File: config.mk
export PLATFORM = sky130hd
export DESIGN_NAME = time_set_ctrl
export DESIGN_NICKNAME = d
export VERILOG_FILES = /design/src/rtl/time_set_ctrl.sv
export SDC_FILE = /design/constraint.sdc
export NUM_CORES = 1
export LEC_CHECK = 0
export ABC_AREA = 1
export CORE_ASPECT_RATIO = 0.75
export CORE_MARGIN = 3
export CORE_UTILIZATION = 30
export DETAILED_ROUTE_END_ITERATION = 16
export MAX_ROUTING_LAYER = met4
export SYNTH_ARGS = -nofsm -noshare
export SYNTH_HDL_FRONTEND = slang
export SYNTH_SLANG_ARGS = --single-unit
File: constraint.sdc
create_clock -name CLK_50 -period 2.55 [get_ports CLK_50]
set_input_delay 0.51 -clock CLK_50 [delete_from_list [all_inputs] [get_ports CLK_50]]
set_output_delay 0.51 -clock CLK_50 [all_outputs]
set_load 0.05 [all_outputs]
File: src/rtl/time_set_ctrl.sv
// time_set_ctrl: front-panel time-setting controller.
// Debounces the mode/inc/dec keys, walks hour -> minute -> second edit fields,
// then strobes set_en to load the edited time into the clock counter.
// Optional feature: define SET_TIMEOUT_EN to abort an idle edit session
// after TIMEOUT_CYC cycles without any key press.
module time_set_ctrl #(
  parameter int DEBOUNCE_CYC = 1_000_000,
  parameter int HOLD_CYC     = 50_000_000,
  parameter int BLINK_CYC    = 12_500_000
`ifdef SET_TIMEOUT_EN
  ,parameter int TIMEOUT_CYC = 500_000_000
`endif
) (
  input  logic       CLK_50,
  input  logic       reset_en,
  input  logic       key_mode_n,
  input  logic       key_inc_n,
  input  logic       key_dec_n,
  input  logic [5:0] hour_now,
  input  logic [5:0] minute_now,
  input  logic [5:0] second_now,
  output logic       set_en,
  output logic [5:0] hour_set,
  output logic [5:0] minute_set,
  output logic [5:0] second_set,
  output logic       edit_active,
  output logic [2:0] blink_mask
);

  localparam int DB_W = $clog2(DEBOUNCE_CYC + 1);
  localparam int HL_W = $clog2(HOLD_CYC + 1);
  localparam int BL_W = $clog2(BLINK_CYC + 1);

  typedef enum logic [2:0] {IDLE, EDIT_H, EDIT_M, EDIT_S, COMMIT} state_t;

  state_t            state_q, state_d;
  logic [2:0]        key_raw, key_meta, key_sync, key_deb, key_press;
  logic [DB_W-1:0]   db_cnt [3];
  logic [HL_W-1:0]   hold_cnt;
  logic [BL_W-1:0]   blink_cnt;
  logic              blink_ph;
  logic              mode_ev, inc_ev, dec_ev, blink_restart, timeout_hit;

  function automatic logic is_edit(input state_t s);
    return (s == EDIT_H) || (s == EDIT_M) || (s == EDIT_S);
  endfunction

  // One step up or down with wrap; >= keeps an out-of-range snapshot legal.
  function automatic logic [5:0] step_wrap(input logic [5:0] v, input logic [5:0] max,
                                           input logic up);
    if (up) return (v >= max) ? 6'd0 : v + 6'd1;
    else    return (v == 6'd0) ? max : ((v > max) ? max : v - 6'd1);
  endfunction

  // bit0 = mode, bit1 = inc, bit2 = dec (all active-low on the pins)
  assign key_raw = {key_dec_n, key_inc_n, key_mode_n};

  // Two-flop synchroniser; released (1) out of reset.
  always_ff @(posedge CLK_50 or negedge reset_en) begin
    if (!reset_en) begin
      key_meta <= '1;
      key_sync <= '1;
    end else begin
      key_meta <= key_raw;
      key_sync <= key_meta;
    end
  end

  // Debounce: accept a new level after DEBOUNCE_CYC stable cycles; pulse on press.
  always_ff @(posedge CLK_50 or negedge reset_en) begin
    if (!reset_en) begin
      key_deb   <= '1;
      key_press <= '0;
      for (int i = 0; i < 3; i++) db_cnt[i] <= '0;
    end else begin
      for (int i = 0; i < 3; i++) begin
        key_press[i] <= 1'b0;
        if (key_sync[i] == key_deb[i]) begin
          db_cnt[i] <= '0;
        end else if (db_cnt[i] == DB_W'(DEBOUNCE_CYC - 1)) begin
          db_cnt[i]    <= '0;
          key_deb[i]   <= key_sync[i];
          key_press[i] <= ~key_sync[i];
        end else begin
          db_cnt[i] <= db_cnt[i] + 1'b1;
        end
      end
    end
  end

  // Mode wins over inc/dec; inc and dec together cancel. Keys are dead in COMMIT.
  assign mode_ev = key_press[0] && (state_q != COMMIT);
  assign inc_ev  = key_press[1] && !key_press[2] && !key_press[0] && is_edit(state_q);
  assign dec_ev  = key_press[2] && !key_press[1] && !key_press[0] && is_edit(state_q);

`ifdef SET_TIMEOUT_EN
  localparam int TO_W = $clog2(TIMEOUT_CYC + 1);
  logic [TO_W-1:0] to_cnt;

  assign timeout_hit = is_edit(state_q) && (key_press == 3'b000) &&
                       (to_cnt == TO_W'(TIMEOUT_CYC - 1));

  // Inactivity counter: runs only while editing, any press restarts it.
  always_ff @(posedge CLK_50 or negedge reset_en) begin
    if (!reset_en)                              to_cnt <= '0;
    else if (!is_edit(state_q) || |key_press)  to_cnt <= '0;
    else                                        to_cnt <= to_cnt + 1'b1;
  end
`else
  assign timeout_hit = 1'b0;
`endif

  // State register.
  always_ff @(posedge CLK_50 or negedge reset_en) begin
    if (!reset_en) state_q <= IDLE;
    else           state_q <= state_d;
  end

  // Next-state logic.
  always_comb begin
    state_d = state_q;
    case (state_q)
      IDLE:    if (mode_ev) state_d = EDIT_H;
      EDIT_H:  if (mode_ev) state_d = EDIT_M;
      EDIT_M:  if (mode_ev) state_d = EDIT_S;
      EDIT_S:  if (mode_ev) state_d = COMMIT;
      COMMIT:  if (hold_cnt == HL_W'(HOLD_CYC - 1)) state_d = IDLE;
      default: state_d = IDLE;
    endcase
    if (timeout_hit) state_d = IDLE;
  end

  // Commit hold timer: counts the cycles spent in COMMIT.
  always_ff @(posedge CLK_50 or negedge reset_en) begin
    if (!reset_en)              hold_cnt <= '0;
    else if (state_q == COMMIT) hold_cnt <= hold_cnt + 1'b1;
    else                        hold_cnt <= '0;
  end

  // Edit fields: snapshot on entry, step on inc/dec, hold otherwise.
  always_ff @(posedge CLK_50 or negedge reset_en) begin
    if (!reset_en) begin
      hour_set   <= '0;
      minute_set <= '0;
      second_set <= '0;
    end else if (state_q == IDLE && mode_ev) begin
      hour_set   <= hour_now;
      minute_set <= minute_now;
      second_set <= second_now;
    end else if (inc_ev || dec_ev) begin
      case (state_q)
        EDIT_H:  hour_set   <= step_wrap(hour_set,   6'd23, inc_ev);
        EDIT_M:  minute_set <= step_wrap(minute_set, 6'd59, inc_ev);
        EDIT_S:  second_set <= step_wrap(second_set, 6'd59, inc_ev);
        default: ;
      endcase
    end
  end

  // Registered edit indicator, aligned with the EDIT states.
  always_ff @(posedge CLK_50 or negedge reset_en) begin
    if (!reset_en) edit_active <= 1'b0;
    else           edit_active <= is_edit(state_d);
  end

  assign blink_restart = (state_d != state_q) || inc_ev || dec_ev;

  // Blink phase: free-running toggle, restarted visible on any field change or edit.
  always_ff @(posedge CLK_50 or negedge reset_en) begin
    if (!reset_en) begin
      blink_cnt <= '0;
      blink_ph  <= 1'b0;
    end else if (blink_restart) begin
      blink_cnt <= '0;
      blink_ph  <= 1'b0;
    end else if (blink_cnt == BL_W'(BLINK_CYC - 1)) begin
      blink_cnt <= '0;
      blink_ph  <= ~blink_ph;
    end else begin
      blink_cnt <= blink_cnt + 1'b1;
    end
  end

  // Only the field being edited blinks.
  always_comb begin
    blink_mask = 3'b000;
    case (state_q)
      EDIT_H:  blink_mask = {blink_ph, 2'b00};
      EDIT_M:  blink_mask = {1'b0, blink_ph, 1'b0};
      EDIT_S:  blink_mask = {2'b00, blink_ph};
      default: blink_mask = 3'b000;
    endcase
  end

  assign set_en = (state_q == COMMIT);

endmodule

# Yosys cells after proc, flatten, opt, wreduce, memory -nomap -nowiden
# Index checks and enable logic that the tools add are counted.
op_classes:
  order_cmp: 6
  n_eq_ne: 17
  n_addsub: 11
  n_reduce_logical: 33
  bitwise_logic: 7
  muxes: 45
op_table:
  columns: ["operator", "n"]
  rows:
  - ["$mux 6", 21]
  - ["$mux 20", 6]
  - ["$add 20x1->20 const B", 3]
  - ["$eq 20x20->1 const B", 3]
  - ["$mux 24", 2]
  - ["$add 26x1->26 const B", 1]
  - ["$eq 26x26->1 const B", 1]
  - ["$mux 26", 1]
  - ["$add 24x1->24 const B", 1]
  - ["$eq 24x24->1 const B", 1]
  - ["$add 6x1->6 const B", 3]
  - ["$logic_not 6->1", 3]
  - ["$sub 6x1->6 const B", 3]
  - ["$mux 3", 5]
  - ["$pmux 3 s5", 1]
  - ["$eq 3x2->1 const B", 4]
  - ["$ge 6x6->1 const B", 2]
  - ["$gt 6x6->1 const B", 2]
  - ["$reduce_and 2->1", 6]
  - ["$reduce_bool 2->1", 5]
  - ["$pmux 3 s3", 1]
  - ["$logic_and 1x1->1", 8]
  - ["$mux 1", 8]
  - ["$logic_or 1x1->1", 7]
  - ["other kinds (10)", 21]
word_totals:
  reg_bits: 145
  input_bits: 23
  out_inout_bits: 23
  elab_cells: 136

# Logic depth before layout (Yosys ltp)
depth:
  ltp_word: 8
  depth_mapped: 11
  mapped_depth_nobuf: 11

# Worst setup path after synthesis
# Ideal clock, no wire load.
synth_timing:
  kind: "reg-to-output"
  startpoint: "reg state_q[2]"
  endpoint: "out blink_mask[0]"
  arrival_time_ns: 1.704
  path_slack_ns: 0.336
  n_path_buf: 0
  required_ns: 2.040
  path_stages_with_launch: 4
  cell_sequence: "dfrtp_1 inv_2 nand2_1 nor3_1"
synth_between:
  elab_chain_len: 2
  elab_cells_between_ends: 4
  classes_between: "eq/ne (3); mux (1)"
synth_rtl:
  columns: ["item", "line", "rtl"]
  rows:
  - ["start, declared", "36", "state_t state_q, state_d;"]
  - ["start signal, assigned", "116", "else state_q <= state_d;"]
  - ["$eq 3x2->1 or $eq 3x1->1 (tied branches)", "187", "case (state_q)"]
  - ["$pmux 3 s3 *", "187", null]
  - ["end, declared", "27", "output logic [2:0] blink_mask"]
# Mark *: on every way between the ends. The rest lies on a longest branch, timed or not.

# Worst setup path after layout
layout_timing:
  startpoint: "reg hour_set[3]"
  endpoint: "out hour_set[3]"
layout_lines:
  columns: ["item", "line", "rtl"]
  rows:
  - ["start, declared", "23", "output logic [5:0] hour_set,"]
  - ["start signal, assigned", "147", "hour_set <= hour_now;"]
  - ["start signal, assigned", "152", "EDIT_H: hour_set <= step_wrap(hour_set, 6'd23, inc_ev);"]
# No word-level cell between the ends.

==> metrics <==
outcome completed; crit path launch type flop; reg2reg setup slack 0.59 ns; Slew @ Worst Pin 0.666 ns; syn_nets 1347; chip width 206 um; WS Path Type reg -> out; fin area 0.0105 sq mm; antenna viol nets, final 0; global-route wire length before repair 37.0 mm; CTS tree yes; Syn Inst Count 1310; top_reg_cell synth dfrtp_1; Hold Path Class reg -> reg; Initial Utilization 30.7%; largest net degree at the start of global routing 46; crit-path cells clkdlybuf4s50_1; r2r endpoint blink_cnt[23]$_DFF_PN0_; gr usage total 14.5%; Seq cells post-synth 145; Worst Setup SP hour_set[3]$_DFFE_PN0P_; area of the die 0.0321 sq mm; CP required 2.04 ns; Post-Syn Area per Cell 6.87 sq um; die height 156 um; Pwr Total 5.11 mW; Crit. path cell count 1; initial antenna violation count 0; post-synthesis cell type count 33; start of the worst register-to-register path blink_cnt[0]$_DFF_PN0_; CP max stage delay 0.88 ns; CTS Sinks 145; Initial DRC Count 600; worst-case reg-to-reg path depth 8; Synth async-reset ratio 100%; # DRC 0; routed len/inst 12.1 um; Rows 54; final wirelength 21.4 mm; final hold vios 0; vias post-DR 8003; CP max FO 12; Port Buf Inserts 45; peak supply drop 0.451 mV; Hold Path Depth 0; vias in the first global route 7486; IO Pins 46; fin nets 1399; Final Max Tran Viols 0; leak pwr 4.66 nW; Bufs and invs on worst path 1; Core ar. 0.0293 sq mm; CP max-delay cell clkdlybuf4s50_1; YS warnings 0; Clk Latency, worst-skew pair 0.43 ns; Post-synth EDFFs 0; Crit path max-delay family buffers and inverters; Final Cycle Share 93.9%; Setup crit end hour_set[3]; First-pass DRT Iterations 5; dpl cell area 0.00988 sq mm; RSZ-0062 raised after global routing false; share of cells above drive strength 1 7.35%; critical path data arrival time 1.88 ns; Max clock buf depth 2; register area share after synthesis 40.4%; Achievable Freq 418 MHz; vias per std cell 4.53; setup TNS 0 ns; CTS root buf clkbuf_16; power density over the cells 486 mW/mm^2; grt ovf 0; # diodes 0; CP Capture Type output port; number of H-tree levels 4; Max-Cap Viols 0; Final setup viols 0; Synth-to-Final Area Change 16.7%; clock slew at the register clock pins of the worst setup and hold paths 0.06 ns; Netlist Area Pre-Place 0.00900 sq mm; Final HPWL DP 15.8 mm; TritonCTS Buffers 17; relative slew slack 55.6%; Worst Clk Skew 0.00881 ns; GPL Wtd Cong 0.906; Period minus WS final 2.39 ns
==> placed cells by master (no fill, tap or decap), types with 14 or more instances in the layout <==
cell             count
xnor2_1             18
dfrtp_1            136
nand2_1            368
nor2_1             318
nand3_1            109
o21ai_0             19
clkbuf_16           17
nor3_1              25
nand4_1             28
xor2_1              40
clkdlybuf4s50_1     40
inv_1              130
ha_1                14
==> cells in the mapped netlist (9+ instances only) <==
library cell / count / area (sq um)
dfrtp_1: 136 / 3400
buf_2: 9 / 45.0
a21oi_1: 9 / 45.0
nand4_1: 28 / 175
inv_2: 10 / 37.5
nor2_1: 318 / 1190
o21ai_0: 19 / 95.1
nand2_1: 368 / 1380
nor3_1: 25 / 125
ha_1: 14 / 175
nand3_1: 109 / 546
nand3_2: 11 / 110
xnor2_1: 18 / 158
inv_1: 130 / 488
dfstp_2: 9 / 236
nand2_2: 9 / 56.3
nor2_4: 9 / 101
xor2_1: 40 / 350
==> metrics by stage <==
| stage | setup slack (ns) | util (%) | hold slack (ns) | std cells |
|---|---|---|---|---|
| 6_report | 0.156 | 35.8 | 0.356 | 1767 |
| 3_5_place_dp | 0.433 | 33.7 | 0.347 | 1734 |
| 4_1_cts | 0.153 | 35.8 | 0.357 | 1767 |
| 3_3_place_gp | 0.429 | 33.7 | 0.347 | 1734 |
| 2_1_floorplan | 0.336 | - | 0.214 | 1310 |
| 5_1_grt | 0.0887 | 35.8 | 0.359 | 1767 |
==> state kept, by name, indices dropped and copies added (netlist names) <==
register and count:
db_cnt 60, blink_ph 1, blink_cnt 24, hold_cnt 26, state_q 3, minute_set 6, key_deb 3, second_set 6
hour_set 6, key_sync 3, edit_active 1, key_press 3, key_meta 3
==> power by group <==
| part | internal, mW | switching, mW |
|---|---|---|
| logic | 0.0520 | 0.0839 |
| registers | 2.32 | 0.0108 |
| clock network | 1.58 | 1.06 |
==> layout make-up <==
type / count / area (sq um)
clock buffer: 18 / 439
clock inverter: 14 / 179
fill: 3125 / 18800
inverter: 142 / 533
multi-input combinational: 1006 / 4720
sequential: 145 / 3640
tap: 392 / 490
timing repair buffer: 50 / 508
==> how the worst min path moves through the flow <==
stage                               start                      to
global route        key_meta[2]$_DFF_PN1_   key_sync[2]$_DFF_PN1_
CTS                 key_meta[1]$_DFF_PN1_   key_sync[1]$_DFF_PN1_
global placement    key_meta[2]$_DFF_PN1_   key_sync[2]$_DFF_PN1_
floorplan                        reset_en  blink_cnt[0]$_DFF_PN0_
detailed placement  key_meta[1]$_DFF_PN1_   key_sync[1]$_DFF_PN1_
finish              key_meta[1]$_DFF_PN1_   key_sync[1]$_DFF_PN1_
==> per-layer routing <==
metal	GRT usage [%]	up-vias	wire, um
met2	19.8	146	8620
met5	-	-	0
met1	21.5	3644	11500
met3	2.75	17	940
met4	4.30	0	309
li1	-	4196	-
==> timing repair <==
| action | 4_1_cts | 5_1_grt |
|---|---|---|
| hold endpoints to repair | 25 | 0 |
| setup buffers | 0 | 0 |
| endpoints found under the setup margin | 1 | 0 |
| hold buffers | 1 | 0 |
| resized for setup | 1 | 0 |
==> logic make-up after synthesis <==
kind of cell	share of synthesized area (%)
buf+inv	7.13
flops	40.4
compound gates	2.20
fa+ha+maj	1.95
simple gates	42.6
xor+xnor	5.64
Note: power is estimated with default switching activity, not from simulation.
